--- src/rtl/au_seq_if.sv ---
// Handshake and operand/result bundle for the chunked arithmetic unit.
// master drives requests and consumes results; slave is the unit itself.
interface au_seq_if #(
    parameter int unsigned W = 16
);
    logic         in_valid;
    logic         in_ready;
    logic [W-1:0] x;
    logic [W-1:0] y;
    logic         s0;
    logic         s1;
    logic         cin;
    logic         use_acc;
    logic         out_valid;
    logic         out_ready;
    logic [W-1:0] f;
    logic         cout;
    logic         ovf;
    logic         zero;
    logic [W-1:0] acc;

    modport master (
        output in_valid, x, y, s0, s1, cin, use_acc, out_ready,
        input  in_ready, out_valid, f, cout, ovf, zero, acc
    );

    modport slave (
        input  in_valid, x, y, s0, s1, cin, use_acc, out_ready,
        output in_ready, out_valid, f, cout, ovf, zero, acc
    );
endinterface

--- src/rtl/au_seq.sv ---
// Multi-cycle W-bit arithmetic unit: one CW-bit adder chunk per clock, accumulator
// operand source, registered result and flags behind valid/ready handshakes.
module au_seq #(
    parameter int unsigned W  = 16,
    parameter int unsigned CW = 4
) (
    input logic    clk,
    input logic    rst,
    au_seq_if.slave bus
);
    localparam int unsigned NCH = W / CW;
    localparam int unsigned IW  = (NCH > 1) ? $clog2(NCH) : 1;

    typedef enum logic [1:0] {st_idle, st_busy, st_done} state_t;

    state_t        state;
    logic [W-1:0]  a_q, b_q, sum_q, acc_q, f_q;
    logic          carry_q, cout_q, ovf_q, zero_q, out_valid_q;
    logic [IW-1:0] idx_q;

    logic [2:0]    op;
    logic [W-1:0]  opa, a_in, b_in;
    logic          c_in;

    always_comb begin
        op   = {bus.s1, bus.s0, bus.cin};
        opa  = bus.use_acc ? acc_q : bus.x;
        a_in = opa;
        b_in = '0;
        c_in = 1'b0;
        case (op)
            3'b000: ;
            3'b001: c_in = 1'b1;
            3'b010: b_in = bus.y;
            3'b011: begin b_in = bus.y;  c_in = 1'b1; end
            3'b100: begin b_in = ~bus.y; c_in = 1'b1; end
            3'b101: b_in = ~bus.y;
            3'b110: begin b_in = {{(W-1){1'b1}}, 1'b0}; c_in = 1'b1; end
            3'b111: begin a_in = '0; b_in = bus.y; end
            default: ;
        endcase
    end

    // Operands shift right each chunk, so the active chunk is always in the low CW bits
    // and the sum is assembled from the top down.
    logic [CW:0]  ch;
    logic [W-1:0] ch_ext, sum_next;
    logic         msb_cin;

    always_comb begin
        ch       = {1'b0, a_q[CW-1:0]} + {1'b0, b_q[CW-1:0]} + {{CW{1'b0}}, carry_q};
        ch_ext   = '0;
        ch_ext[CW-1:0] = ch[CW-1:0];
        sum_next = (sum_q >> CW) | (ch_ext << (W - CW));
        msb_cin  = a_q[CW-1] ^ b_q[CW-1] ^ ch[CW-1];
    end

    always_ff @(posedge clk or posedge rst) begin
        if (rst) begin
            state       <= st_idle;
            a_q         <= '0;
            b_q         <= '0;
            sum_q       <= '0;
            carry_q     <= 1'b0;
            idx_q       <= '0;
            acc_q       <= '0;
            f_q         <= '0;
            cout_q      <= 1'b0;
            ovf_q       <= 1'b0;
            zero_q      <= 1'b0;
            out_valid_q <= 1'b0;
        end else begin
            case (state)
                st_idle: begin
                    if (bus.in_valid) begin
                        a_q     <= a_in;
                        b_q     <= b_in;
                        carry_q <= c_in;
                        sum_q   <= '0;
                        idx_q   <= '0;
                        state   <= st_busy;
                    end
                end
                st_busy: begin
                    a_q     <= a_q >> CW;
                    b_q     <= b_q >> CW;
                    carry_q <= ch[CW];
                    sum_q   <= sum_next;
                    idx_q   <= idx_q + 1'b1;
                    if (idx_q == IW'(NCH - 1)) begin
                        f_q         <= sum_next;
                        cout_q      <= ch[CW];
                        ovf_q       <= msb_cin ^ ch[CW];
                        zero_q      <= (sum_next == '0);
                        acc_q       <= sum_next;
                        out_valid_q <= 1'b1;
                        state       <= st_done;
                    end
                end
                st_done: begin
                    if (bus.out_ready) begin
                        out_valid_q <= 1'b0;
                        state       <= st_idle;
                    end
                end
                default: state <= st_idle;
            endcase
        end
    end

    assign bus.in_ready  = (state == st_idle);
    assign bus.out_valid = out_valid_q;
    assign bus.f         = f_q;
    assign bus.cout      = cout_q;
    assign bus.ovf       = ovf_q;
    assign bus.zero      = zero_q;
    assign bus.acc       = acc_q;
endmodule
--- src/flat_wrapper.sv ---
// flat-port wrapper written by rule: the top's interface ports become plain ports
module au_seq_flat 
#(
    parameter int unsigned W  = 16,
    parameter int unsigned CW = 4
)
  (clk, rst, bus_in_valid, bus_x, bus_y, bus_s0, bus_s1, bus_cin, bus_use_acc, bus_out_ready, bus_in_ready, bus_out_valid, bus_f, bus_cout, bus_ovf, bus_zero, bus_acc);
  au_seq_if #(.W(W)) bus_i ();
  input logic clk;
  input logic rst;
  input wire logic [$bits(bus_i.in_valid)-1:0] bus_in_valid;
  input wire logic [$bits(bus_i.x)-1:0] bus_x;
  input wire logic [$bits(bus_i.y)-1:0] bus_y;
  input wire logic [$bits(bus_i.s0)-1:0] bus_s0;
  input wire logic [$bits(bus_i.s1)-1:0] bus_s1;
  input wire logic [$bits(bus_i.cin)-1:0] bus_cin;
  input wire logic [$bits(bus_i.use_acc)-1:0] bus_use_acc;
  input wire logic [$bits(bus_i.out_ready)-1:0] bus_out_ready;
  output wire logic [$bits(bus_i.in_ready)-1:0] bus_in_ready;
  output wire logic [$bits(bus_i.out_valid)-1:0] bus_out_valid;
  output wire logic [$bits(bus_i.f)-1:0] bus_f;
  output wire logic [$bits(bus_i.cout)-1:0] bus_cout;
  output wire logic [$bits(bus_i.ovf)-1:0] bus_ovf;
  output wire logic [$bits(bus_i.zero)-1:0] bus_zero;
  output wire logic [$bits(bus_i.acc)-1:0] bus_acc;
  assign bus_i.in_valid = bus_in_valid;
  assign bus_i.x = bus_x;
  assign bus_i.y = bus_y;
  assign bus_i.s0 = bus_s0;
  assign bus_i.s1 = bus_s1;
  assign bus_i.cin = bus_cin;
  assign bus_i.use_acc = bus_use_acc;
  assign bus_i.out_ready = bus_out_ready;
  assign bus_in_ready = bus_i.in_ready;
  assign bus_out_valid = bus_i.out_valid;
  assign bus_f = bus_i.f;
  assign bus_cout = bus_i.cout;
  assign bus_ovf = bus_i.ovf;
  assign bus_zero = bus_i.zero;
  assign bus_acc = bus_i.acc;
  au_seq #(.W(W), .CW(CW)) u_core (.clk(clk), .rst(rst), .bus(bus_i));
endmodule
--- config.mk ---
export PLATFORM = sky130hd
export DESIGN_NAME = au_seq_flat
export DESIGN_NICKNAME = d
export VERILOG_FILES = /design/src/rtl/au_seq_if.sv /design/src/rtl/au_seq.sv /design/src/flat_wrapper.sv
export SDC_FILE = /design/constraint.sdc
export NUM_CORES = 1
export LEC_CHECK = 0
export BUFFER_PORTS_ARGS = -buffer_cell sky130_fd_sc_hd__clkbuf_2
export CAP_MARGIN = 25
export CORE_ASPECT_RATIO = 1.4
export CORE_MARGIN = 5
export CORE_UTILIZATION = 49
export CTS_CLUSTER_DIAMETER = 40
export DETAILED_ROUTE_END_ITERATION = 12
export PLACE_DENSITY = 0.76
export SYNTH_ARGS = -nofsm -noshare
export SYNTH_HDL_FRONTEND = slang
export SYNTH_SLANG_ARGS = --single-unit
--- constraint.sdc ---
create_clock -name clk -period 2.65 [get_ports clk]
set_input_delay 0.795 -clock clk [delete_from_list [all_inputs] [get_ports clk]]
set_output_delay 0.795 -clock clk [all_outputs]
set_load 0.01 [all_outputs]
## After elaboration in Yosys (flattened, before gate mapping)

Index checks and enable logic that the tools add are counted.

- Add/sub/neg operators: 3
- Multiply operators: 0
- Divide/modulo/power cells: 0
- $lt $le $gt $ge: 0
- Eq/ne operators: 13
- Shift-type cells: 0
- Multiplexer cells: 21
- Bitwise logic cells: 5
- Reduce and logical (&&, ||, !) cells: 11

Operators with widths:

| kind | number |
|---|---|
| 16-bit case mux with 2 select lines | 3 |
| 16-bit 2-to-1 mux | 5 |
| 16-bit case mux with 3 select lines | 1 |
| 16-bit logical NOT | 1 |
| 16-bit inverter | 1 |
| 12-bit by 16-bit bitwise OR with 16-bit output | 1 |
| 3-bit equality test, second input constant | 4 |
| 2-bit 2-to-1 mux | 4 |
| 3-bit by 2-bit equality test with 1-bit output, second input constant | 2 |
| 2-bit case mux with 3 select lines | 1 |
| 3-bit AND reduction | 2 |
| 4-bit by 4-bit adder with 5-bit output | 1 |
| 5-bit by 1-bit adder with 5-bit output | 1 |
| 2-bit equality test, second input constant | 2 |
| 1-bit 2-to-1 mux | 4 |
| 2-bit != test, second input constant | 2 |
| 1-bit case mux with 2 select lines | 2 |
| 2-bit case mux with 2 select lines | 1 |
| 2-bit AND reduction | 2 |
| 2-bit nonzero test | 2 |
| 4-bit OR reduction | 1 |
| 3-bit by 1-bit equality test with 1-bit output, second input constant | 1 |
| 3-bit OR reduction | 1 |
| 1-bit bitwise XOR | 3 |
| 5 further kinds | 5 |

- Register bits: 73
- Latch bits: 0
- Memory bits (writable): 0
- ROM bits: 0
- Input bits: 40
- Word-level logic and storage cells: 64
- Memories kept: 0

## Logic depth before layout (Yosys ltp)

- Depth in word-level cells: 5
- Depth in mapped cells: 7

## Worst setup path before layout

Ideal clock, no wire load.

- Path kind: reg-to-reg
- Start: reg u_core.carry_q
- End: reg u_core.carry_q
- Library setup time: 127 ps
- Arrival time: 1692 ps
- Required time: 2523 ps
- Setup slack: 831 ps
- Stages on the path, launching flop included: 8
- Clock period less this slack: 1819 ps
- Path through: dfrtp_1 -> fa_1 -> inv_1 -> fa_1 -> nand2b_1 -> o2bb2ai_1 -> a21oi_1 -> o2bb2a_1

- Cells in the longest elaborated chain, start to end: 2

Ends and longest elaborated chain:

| what | RTL line | RTL |
|---|---|---|
| from (decl) | au_seq.sv:18 | `logic carry_q, cout_q, ovf_q, zero_q, out_valid_q;` |
| from (signal assigned) | au_seq.sv:78 | `carry_q <= c_in;` |
| from (signal assigned) | au_seq.sv:87 | `carry_q <= ch[CW];` |
| 5-bit by 1-bit adder with 5-bit output | au_seq.sv:51 | `ch = {1'b0, a_q[CW-1:0]} + {1'b0, b_q[CW-1:0]} + {{CW{1'b0}}, carry_q};` |
| 1-bit case mux with 2 select lines | au_seq.sv:73 | `case (state)` |

No other way between the ends.
A chain may end at the register's enable or synchronous reset.

## Worst setup path after layout

Same ends and word-level chain as after synthesis.

==> impl_metrics.csv <==
group,metric,value,unit
run_status,status,"finished clean",
global_route,grt_pass1_wl,12300,um
sta,slew-limit-headroom,57.3,%
pwr,switching_share,38.5,%
global_route,met3_usage,4.83,%
drt,wl_per_cell,16.9,um
worst_setup_path,crit_path_end_kind,"flop",
global_route,grt_overflow_total,0,
global_route,grt.total_usage,18.4,%
sta,skew,0.00554,ns
worst_setup_path,path_buf_inv,1,
sta,period_share,75.7,%
pwr,p_comb_share,38.7,%
floorplan,start_util,50.9,%
synthesis,synth_xor_area_share,1.03,%
cts,cts_resized,0,
worst_setup_path,crit_top_cell,"fa_1",
synthesis,syn-cell-area,3390,um^2
sta,rsz0062_at_grt,"false",
cts,holdBufCountCts,0,
pwr,vdd_ir_drop_max,0.731,mV
pwr,leakagePower,0.00198,uW
sta,hold_viol,0,
global_route,met2_usage,30.5,%
run,cap_violations,0,
drt,vias,2445,
worst_setup_path,critPathMaxFanout,3,
pwr,powerDensity,1150,nW/um^2
worst_setup_path,max_stage_delay,0.44,ns
worst_setup_path,setup.worst_path.start_class,"flop",
global_route,grt_pass1_vias,2517,
worst_setup_path,cp_data_required_time,2.87,ns
floorplan,design.core.area,6660,um^2
final_layout,fillers,601,
synthesis,ys.flop_type,"dfrtp_1",
place,globalplace.congestion,0.810,
synthesis,synth_top_family_by_area,"compound AO/OA/AOI/OAI gates",
floorplan,die_width,80.3,um
sta,tightest_slew,0.640,ns
sta,setup_viol,0,
cts,cts.sinks,69,
sta,max_freq,498,MHz
drt,ant_nets,0,
synthesis,synthAdderAreaFrac,2.66,%
synthesis,synth-edff-count,0,
drt,vias_per_cell,5.52,
final_layout,final_nets,392,
synthesis,async_flop_share,100,%
cts,clk_pin_slew,0.07,ns
cts,cts_buffers,9,
global_route,antenna_found_initial,0,
drt,drc,0,
cts,post-cts-setup-buffer-count,0,
final_layout,mostFrequentLayoutCell,"clkbuf_2",
synthesis,ys_warn_count,0,
final_layout,diodes,0,
drt,first_pass_iters,4,
synthesis,synth.area.mux_share,15.2,%
pwr,intPower,2770,uW
final_layout,area_growth,15.6,%
place,hpwlAfterDp,5280,um
sta,finalMaxSlewViolations,0,
final_layout,fin_cells,443,
final_layout,layout-drive-gt1-share,33.6,%
synthesis,synth-seq-cells,69,
cts,cts_tree,"yes",
worst_setup_path,crit_path_top_delay_cell,"fa_1",
synthesis,seq_area_frac_synth,51.0,%
global_route,grt_max_degree,37,
place,port_buffers,76,
final_layout,final_cell_mix,"76 x clkbuf_2, 69 x dfrtp_1, 42 x o21ai_0, 32 x mux2i_1, 23 x a22oi_1",
pwr,pwr-share-seq,41.5,%
floorplan,num_rows,35,
cts,clock-root-buffer,"clkbuf_8",
synthesis,syn_avg_cell_area,11.8,um^2
place,place_inst,427,
drt,initialDrtViolationCount,136,
min_path,hp-class,"reg -> reg",
synthesis,synth-simple-area-share,5.51,%
worst_setup_path,worstPathCellList,"fa_1, inv_1, fa_1, nand2b_1, o2bb2ai_1, a21oi_1, o2bb2a_1",
worst_setup_path,arrival,2.22,ns
worst_setup_path,timing_worst_setup_path_type,"reg -> reg",
cts,htreeDepth,3,
sta,fin_tns_setup,0,ns
floorplan,die_area,8700,um^2
pwr,power_frac_clock,19.8,%
synthesis,synth-compound-area-share,16.8,%
synthesis,yosysUniqueCellTypes,37,
synthesis,syn_inst,288,
worst_setup_path,path_delay_family,"adder cells",
drt,drt_wl_total,7470,um
global_route,top_usage_layer,"met2",
cts,clock_path_buffers,2,
floorplan,ios,77,
cts,clock_latency,0.33,ns
floorplan,die_h,108,um
sta,layout_min_cycle_time,2.01,ns
global_route,met1_usage,23.1,%
synthesis,syn_nets,334,
pwr,power_switching,1740,uW
-- worst paths after layout --
| check | startpoint | to | slack [ns] | cells after the start |
|---|---|---|---|---|
| worst min-delay path | u_core.bus.ovf$_DFFE_PP0P_ | u_core.bus.ovf$_DFFE_PP0P_ | 0.49 | 2 |
| max in group asynchronous | rst | u_core.bus.acc[6]$_DFFE_PP0P_ | 1.53 | 3 |
| worst min register to register | u_core.bus.ovf$_DFFE_PP0P_ | u_core.bus.ovf$_DFFE_PP0P_ | 0.49 | 2 |
| min in group asynchronous | rst | u_core.b_q[1]$_DFFE_PP0P_ | 0.53 | 2 |
| worst max-delay path | u_core.carry_q$_DFFE_PP0P_ | u_core.carry_q$_DFFE_PP0P_ | 0.64 | 7 |
| worst max register to register | u_core.carry_q$_DFFE_PP0P_ | u_core.carry_q$_DFFE_PP0P_ | 0.64 | 7 |
-- state kept, by name, indices dropped and copies added, names as in the netlist --
| register | cells |
|---|---|
| u_core.bus.zero | 1 |
| u_core.state | 2 |
| u_core.sum_q | 12 |
| u_core.idx_q | 2 |
| u_core.bus.ovf | 1 |
| u_core.bus.acc | 16 |
| u_core.bus.out_valid | 1 |
| u_core.a_q | 16 |
| u_core.carry_q | 1 |
| u_core.bus.cout | 1 |
| u_core.b_q | 16 |
-- tightest hold or removal path, cell delays in order, from the launching register on --
cell	delay [ns]
dfrtp_1	0.35
nand2_1	0.05
o21ai_0	0.06
-- Yosys cell counts (2+ instances only) --
library cell / number / area share (%)
inv_1: 6 / 0.67
nor4_1: 2 / 0.37
a22oi_1: 23 / 5.1
ha_1: 4 / 1.5
mux2i_1: 32 / 9.5
nor3b_1: 2 / 0.44
nor2_1: 2 / 0.22
nand2b_1: 4 / 0.74
clkbuf_1: 3 / 0.33
o21ai_0: 42 / 6.2
xnor2_1: 2 / 0.52
nand2_1: 17 / 1.9
a22o_1: 11 / 2.8
buf_6: 4 / 1.3
mux2_2: 4 / 1.3
o31ai_1: 2 / 0.44
fa_1: 2 / 1.2
buf_4: 18 / 4.0
buf_2: 10 / 1.5
a21oi_1: 3 / 0.44
mux2_4: 10 / 4.4
xor2_1: 2 / 0.52
dfrtp_1: 69 / 51
-- stage by stage --
| stage | setup slack [ns] | area, um^2 | power [uW] | util (%) | hold WS (ns) |
|---|---|---|---|---|---|
| floorplan | 0.115 | 3390 | 3180 | - | 0.451 |
| global placement | 0.765 | 3700 | 3580 | 55.6 | 0.466 |
| detailed placement | 0.693 | 3700 | 3640 | 55.6 | 0.473 |
| CTS | 0.639 | 3910 | 4550 | 58.8 | 0.489 |
| global route | 0.567 | 3910 | 4830 | 58.8 | 0.516 |
| finish | 0.643 | 3910 | 4510 | 58.8 | 0.487 |
-- logic make-up after synthesis --
logic type,after synthesis
compound gates,88
flops,69
mux,46
buf+inv,41
simple gates,34
fa+ha+maj,6
xor+xnor,4
-- cell type report --
| cell class | count | area, um^2 | area share [%] |
|---|---|---|---|
| timing repair buffer | 82 | 438 | 11.2 |
| tap | 92 | 115 | 2.94 |
| multi-input combinational | 178 | 1400 | 35.8 |
| inverter | 6 | 22.5 | 0.576 |
| clock inverter | 3 | 42.5 | 1.09 |
| clock buffer | 13 | 169 | 4.32 |
| sequential | 69 | 1730 | 44.1 |
-- power by group through the flow --
| stage | combinational (uW) | sequential, uW | clock [uW] |
|---|---|---|---|
| 2_1_floorplan | 1390 | 1790 | 0 |
| 6_report | 1750 | 1870 | 891 |
| 3_3_place_gp | 1710 | 1870 | 0 |
| 4_1_cts | 1770 | 1870 | 906 |
| 3_5_place_dp | 1750 | 1890 | 0 |
| 5_1_grt | 1950 | 1930 | 946 |
-- layer usage --
metal / wire length [um] / vias to the layer above
met2: 3780 / 93
met5: 0 / -
li1: - / 1145
met1: 3160 / 1202
met3: 482 / 5
met4: 47 / 0
No activity file was read; power rests on OpenSTA's default activity.
